File: config.mk
export PLATFORM = sky130hd
export DESIGN_NAME = fetch_unit
export DESIGN_NICKNAME = d
export VERILOG_FILES = /design/src/rtl/fetch_unit.sv
export SDC_FILE = /design/constraint.sdc
export NUM_CORES = 1
export LEC_CHECK = 0
export ABC_AREA = 1
export CORE_UTILIZATION = 42
export DETAILED_ROUTE_END_ITERATION = 12
export PLACE_DENSITY = 0.84
export SLEW_MARGIN = 20
export SYNTH_ARGS = -nofsm -noshare
export SYNTH_HDL_FRONTEND = slang
export SYNTH_SLANG_ARGS = --single-unit
File: constraint.sdc
create_clock -name clk -period 1.5 [get_ports clk]
set_input_delay 0.3 -clock clk [delete_from_list [all_inputs] [get_ports clk]]
set_output_delay 0.3 -clock clk [all_outputs]
set_load 0.01 [all_outputs]
File: src/rtl/fetch_unit.sv
// Instruction fetch sequencer: walks the PC through program memory, follows taken branches, stops on HALT_WORD.
// Latency: pc/state update one clock after the retiring instruction; mcode is combinational from instr_in.
// Backpressure: none; every RUN cycle retires exactly one instruction, start is only honoured in IDLE/HALT.
module fetch_unit #(
    parameter int              IW        = 9,
    parameter int              PCW       = 10,
    parameter int              mcodebits = 3,
    parameter logic [IW-1:0]   HALT_WORD = {IW{1'b1}}
) (
    input  logic                 clk,
    input  logic                 reset,
    input  logic                 start,
    input  logic [IW-1:0]        instr_in,
    input  logic                 branch,
    input  logic                 taken,
    input  logic [PCW-1:0]       target,
    output logic [PCW-1:0]       pc,
    output logic [mcodebits-1:0] mcode,
    output logic                 fetch_valid,
    output logic                 done,
    output logic [15:0]          instr_count
);

    typedef enum logic [1:0] {
        IDLE = 2'd0,
        RUN  = 2'd1,
        HALT = 2'd2
    } state_t;

    state_t         state_q, state_d;
    logic [PCW-1:0] pc_q, pc_d;
    logic [15:0]    count_q, count_d;

    logic           is_halt;
    logic           branch_taken;
    logic [15:0]    count_inc;

    assign is_halt      = (instr_in == HALT_WORD);
    assign branch_taken = branch && taken;
    // Retire counter sticks at all-ones so long runs never read as short ones.
    assign count_inc    = (count_q == 16'hFFFF) ? count_q : count_q + 16'd1;

    // State register
    always_ff @(posedge clk) begin
        if (reset) begin
            state_q <= IDLE;
            pc_q    <= '0;
            count_q <= '0;
        end else begin
            state_q <= state_d;
            pc_q    <= pc_d;
            count_q <= count_d;
        end
    end

    // Next-state logic
    always_comb begin
        state_d = state_q;
        case (state_q)
            IDLE:    if (start) state_d = RUN;
            RUN:     if (is_halt) state_d = HALT;
            HALT:    if (start) state_d = RUN;
            default: state_d = IDLE;
        endcase
    end

    // PC and retire-count datapath
    always_comb begin
        pc_d    = pc_q;
        count_d = count_q;
        case (state_q)
            IDLE: begin
                pc_d = '0;
                if (start) count_d = '0;
            end
            RUN: begin
                count_d = count_inc;
                if (is_halt)
                    pc_d = pc_q;
                else if (branch_taken)
                    pc_d = target;
                else
                    pc_d = pc_q + PCW'(1);
            end
            HALT: begin
                if (start) begin
                    pc_d    = '0;
                    count_d = '0;
                end
            end
            default: begin
                pc_d    = '0;
                count_d = '0;
            end
        endcase
    end

    // Output logic
    always_comb begin
        fetch_valid = 1'b0;
        done        = 1'b0;
        case (state_q)
            RUN:     fetch_valid = 1'b1;
            HALT:    done        = 1'b1;
            default: begin
                fetch_valid = 1'b0;
                done        = 1'b0;
            end
        endcase
    end

    assign pc          = pc_q;
    assign instr_count = count_q;
    assign mcode       = instr_in[IW-1:IW-mcodebits];

endmodule

==> metrics.yaml <==
critical_path:
  ff2ff_setup_slack_ps: 90
  crit_fanout: 2
  worstPathRequired_ps: 1200
  start_kind: "flip-flop"
  r2r-start: "instr_count[0]"
  cp-end-kind: "primary output"
  reg2reg_to: "instr_count[1]"
  path_class: "flip-flop to primary output"
  cp_cell_sequence: "clkdlybuf4s50_1"
  crit_family: "buffers and inverters"
  path_buf_inv: 1
  arrival_ps: 1170
  cp_slowest_cell: "clkdlybuf4s50_1"
  slowest_delay_ps: 540
  worst-r2r-cell-count: 8
timing:
  fin_crit_ps: 1470
  max_slew_margin_pct: 81.1
  worst_pin_slew_ps: 283
  fmax_ghz: 0.682
  hold_violations: 0
  rsz0062_at_grt: "false"
  finalSetupViolations: 0
  finalClockSkew_ps: 5.63
  tns_ps: 0
  maxSlewViolCount: 0
  period_share_pct: 97.7
  holdWs_ps: 492
pwr:
  irDropWorstVdd_v: 0.000324
  p_total_mw: 1.56
  powerDensity_nw_per_um2: 595
  power_leakage_nw: 1.35
place:
  io_buffers: 54
  place_hpwl_mm: 3.46
  place_congestion: 0.830
  place_area_um2: 2470
floorplanning:
  ios: 55
  rows: 23
  fp.dieW_um: 66.7
  coreArea_um2: 4000
  initial_core_util_pct: 43.9
  die_h_um: 66.7
  dieArea_um2: 4440
hold_path:
  min_from: "pc[1]"
  hold_class: "flip-flop to flip-flop"
  worstHoldPathCells: 2
  whs_endpoint: "pc[1]"
routing:
  drc: 0
  vias: 2026
  ant_nets: 0
  wl_per_cell_um: 12.2
  drt_iter0_drc: 160
  finalWirelength_mm: 4.81
  vias_per_cell: 5.13
  firstDrtPassIters: 4
logic_synthesis:
  ys_ff_latch: 28
  ys_seq_area_share_pct: 31.9
  synth_area_um2: 1760
  yosys_warnings: 0
  yosysUniqueCellTypes: 33
  synth_cells: 269
  synth_fp_nets: 295
  syn_avg_cell_area_um2: 6.53
layout:
  nFillCells: 345
  fin_nets: 372
  syn2layout_area_growth_pct: 49.0
  seq_area_um2: 584
  multi_input_area_um2: 1090
  utilization_pct: 65.4
  drive_above_1_share_pct: 21.4
  stdcell_area_um2: 2620
  antenna_cells: 0
global_routing:
  gr-total-overflow: 0
  grt_usage_pct: 22.1
  grtUsageMet3_pct: 4.11
  antenna_found_initial: 0
  top_usage_layer: "met2"
  grt_start_max_net_pins: 16
  grt_pass1_vias: 1832
  use_met2_pct: 39.1
  grt_pass1_wl_mm: 7.61
  grt.met1_usage_pct: 25.6
clock_network:
  cts_inserted_buffers: 3
  cts_sinks: 28
  cts_root_buf: "clkbuf_8"
  cts_tree: "built"
  cts_buffer_depth: 2
  cts_max_level: 1
  clkSlewWorstSetupHoldPaths_ps: 100
  insertion_delay_ps: 280
run:
  drv_cap: 0
outcome:
  status: "completed"
-- cells by family after synthesis --
| group | share of synthesized area [%] |
|---|---|
| fa+ha+maj | 1.42 |
| compound gates | 10.0 |
| flops | 31.9 |
| buf+inv | 9.76 |
| xor+xnor | 3.49 |
| simple gates | 43.4 |
-- where the power goes --
group          internal, mW  switching, mW
logic                 0.145          0.150
registers             0.762         0.0190
clock network         0.236          0.244
total                  1.14          0.413
-- what timing repair did --
action / 4_1_cts / 5_1_grt
cloned: 0 / 1
endpoints found under the setup margin: 32 / 26
hold buffers: 0 / 0
gates resized for setup: 40 / 23
pin swaps: 1 / 6
setup buffers: 0 / 2
-- registers in the layout, summed over array words and instances (netlist names) --
register     count
instr_count     16
pc              10
state_q          2
-- worst max-delay path by stage --
stage	from	endpoint	slack, ps	cells after the start
final	pc[6]	pc[6]	30	1
after global routing	pc[6]	pc[6]	4	1
after CTS	instr_count[2]	instr_count[2]	2	1
after detailed placement	instr_in[8]	pc[3]	-210	8
after global placement	instr_in[8]	pc[4]	-150	8
after floorplan	instr_count[0]	instr_count[7]	10	8
-- through the flow --
stage / cells / worst slack [ps]
after floorplan: 269 / 13.9
after global placement: 388 / -146
after detailed placement: 388 / -211
after CTS: 392 / 1.89
after global routing: 395 / 3.66
final: 395 / 34.3
-- Yosys cell counts --
library cell / instances / area, um^2
xnor2_1: 2 / 17.5
o31ai_1: 1 / 7.51
a21oi_2: 4 / 35.0
clkbuf_1: 3 / 11.3
o211ai_1: 4 / 30.0
nand3_1: 27 / 135
inv_2: 2 / 7.51
buf_4: 4 / 30.0
a31oi_1: 1 / 6.26
nand3_2: 1 / 10.0
buf_12: 1 / 20.0
xor2_1: 5 / 43.8
nand3b_1: 3 / 22.5
a211oi_1: 1 / 7.51
nor3_4: 2 / 32.5
and2_1: 2 / 12.5
inv_1: 26 / 97.6
nor3_1: 3 / 15.0
nand4_1: 6 / 37.5
nor2_2: 1 / 6.26
a21oi_1: 7 / 35.0
or2_2: 2 / 12.5
o21ai_0: 10 / 50.1
nand2_1: 71 / 267
dfxtp_1: 28 / 561
nand3_4: 1 / 17.5
buf_2: 1 / 5.00
ha_1: 2 / 25.0
nor2_1: 44 / 165
o21ai_1: 1 / 5.00
nand2_4: 1 / 11.3
nor2_4: 1 / 11.3
nand2_2: 1 / 6.26
-- routing by layer --
metal  vias up  part of all wire, %
met2        87                   50
met4         0                  1.5
met3         9                  6.8
met1       909                   41
li1       1021                    -
met5         -                    0
-- cell usage in the layout, fill, tap and decap left out, drive strengths merged --
cell and count:
a21oi 11, dfxtp 28, inv 28, dlygate4sd2 24, clkdlybuf4s50 24, dlymetal6s2s 6
ha 2, and2 2, nand3 29, o211ai 4, xnor2 2, a211oi 1
nand2 74, clkbuf 4, buf 26, nand3b 3, nor2 46, o21ai 11
nor3 5, xor2 5, nand4 6, or2 2, a31oi 1, o31ai 1
-- cell type report --
class	count	share of cell area [%]
flip-flops and latches	28	22.3
clock buffers	4	2.10
inverters	28	4.02
multi-input cells	205	41.6
repair buffers	80	27.5
well taps	50	2.39
-- worst min-delay path: stages (launching register included) --
cell and delay (ps):
dfxtp_2 350, nand3_1 70, nand2_1 40
Power figures use the tool's default switching activity.
==> variant: new RTL, same flow settings <==
Encoding of `state_t`: now one-hot (3 bits for 3 states).
--- a/src/rtl/fetch_unit.sv
+++ b/src/rtl/fetch_unit.sv
@@ -21,10 +21,10 @@
     output logic [15:0]          instr_count
 );
 
-    typedef enum logic [1:0] {
-        IDLE = 2'd0,
-        RUN  = 2'd1,
-        HALT = 2'd2
+    typedef enum logic [2:0] {
+        IDLE = 3'b001,
+        RUN  = 3'b010,
+        HALT = 3'b100
     } state_t;
 
     state_t         state_q, state_d;
Check against the original RTL: no difference found for any inputs over 10 cycles, from zero or initial values and one cycle with reset high; not proved beyond that.
==> variant against the unedited design <==
  * Critical path depth is the same
  * Worst hold slack worse by 0.0092 ns
  * Combinational power shrank 14%
  * Synthesized area rose by 6.1%
  * Sequential cell count increased by 1
  * Setup slack improved by 0.018 ns
  * Total power increased by 9.4%
  * Die area rose by 6.0%
  * Wire length is 4.9% higher
  * Cell area is 4.3% higher
  * Critical path type unchanged
  * Largest cell class unchanged
==> variant: results (changes against the unedited design) <==
| Metric | Value |
|---|---|
| DR iter-0 viols | `150 (-6.3%)` |
| Ranking of synthesized cells by area | `dfxtp_1, nand2_1, nor2_1` |
| Post-Synth XOR/XNOR Area | `1.41% (-2.1 points)` |
| Global Route Usage Sum | `22.9% (+0.88 points)` |
| Sequential share of the synthesized area | `31.1% (-0.77 points)` |
| Complex-gate fraction of the synthesized area | `9.93% (-0.11 points)` |
| Num CTS Buffers | `5 (+2)` |
| FF-to-FF Start | `instr_count[1]` |
| Vias per cell | `5.02 (-2.2%)` |
| Reg2reg end | `instr_count[4]` |
| VDD IR max | `0.620 mV (+91%)` |
| Wire per inst | `11.6 um (-4.9%)` |
| Adder-cell share of the synthesized area | `1.34% (-0.082 points)` |
| DP Worst Slack | `-0.124 ns (+0.0877 ns)` |
| Synth top area share | `31.1% (-0.77 points)` |
| Worst hold endpoint | `pc[7]` |
| HP Start | `pc[7]` |
| Post-Syn Area per Cell | `6.05 um^2 (-7.3%)` |
| Post-DP HPWL | `3720 um (+7.6%)` |
| Met1 Usage GRT | `27.1% (+1.5 points)` |
| Largest net degree at the start of global routing | `14 (-2)` |
| Cell variety after synth | `26 (-21%)` |
| Status | `finished, final reports clean` |
| Critical path peak fanout | `3 (+1)` |
| Net Count, Synth | `334 (+13%)` |
| Non-filler cells, final | `436 (+10%)` |
| M3 GR Usage | `4.61% (+0.50 points)` |
| Post-synth top cells | `nand2_1, nor2_1, inv_1, nand3_1, dfxtp_1` |
| First-pass GRT wire length | `8110 um (+6.5%)` |
| Global placement routability congestion | `0.859 (+3.5%)` |
| Lkg Pwr | `0.00135 uW (about the same)` |
| Grt met2 use | `38.7% (-0.42 points)` |
| Final Skew | `0.00462 ns (-0.00101 ns)` |
[variant: cell families (layout without fill, tap and decap cells)]
| logic type | count (synthesis) | after routing |
|---|---|---|
| simple gates | 189 | 189 |
| buf+inv | 51 | 129 |
| compound gates | 34 | 34 |
| flops | 29 | 29 |
| xor+xnor | 3 | 3 |
| fa+ha+maj | 2 | 2 |
[variant: worst max path at each step]
stage	slack (ns)	cells past startpoint	to	from
finish	0.05	1	instr_count[6]	instr_count[6]
global route	-0.02	9	instr_count[4]	instr_count[4]
CTS	0.004	1	pc[2]	pc[2]
detailed placement	-0.12	2	mcode[1]	instr_in[7]
global placement	-0.11	2	mcode[1]	instr_in[7]
floorplan	0.05	8	instr_count[3]	instr_count[0]
[variant: final cells by class]
class | instances | area [um^2]
clock buffer | 7 | 86.3
inverter | 42 | 158
sequential | 29 | 599
multi-input combinational | 228 | 1100
tap | 50 | 62.6
fill | 357 | 1410
timing repair buffer | 80 | 729
[variant: stage by stage]
stage | hold slack (ns) | cell area (um^2) | power, uW
2_1_floorplan | 0.439 | 1870 | 933
4_1_cts | 0.485 | 2680 | 1700
3_3_place_gp | 0.468 | 2610 | 1060
6_report | 0.483 | 2730 | 1700
3_5_place_dp | 0.476 | 2610 | 1070
5_1_grt | 0.512 | 2730 | 1770
[variant: per-layer routing]
metal | wire length (um) | vias up
li1 | - | 1130
met1 | 2200 | 978
met2 | 2450 | 66
met3 | 287 | 14
met4 | 116 | 0
met5 | 0 | -
[variant: what timing repair did]
| item | 4_1_cts | 5_1_grt |
|---|---|---|
| endpoints found under the setup margin | 29 | 24 |
| buffers inserted | 0 | 1 |
| endpoints found under the hold margin | 0 | 0 |
| pin swaps | 0 | 2 |
| resized for setup | 35 | 17 |
[variant: power groups by stage]
stage | registers [uW] | logic, uW | clock network, uW
floorplan | 813 | 120 | 0
global placement | 808 | 255 | 0
detailed placement | 808 | 258 | 0
CTS | 791 | 252 | 662
global route | 793 | 285 | 692
finish | 791 | 254 | 657
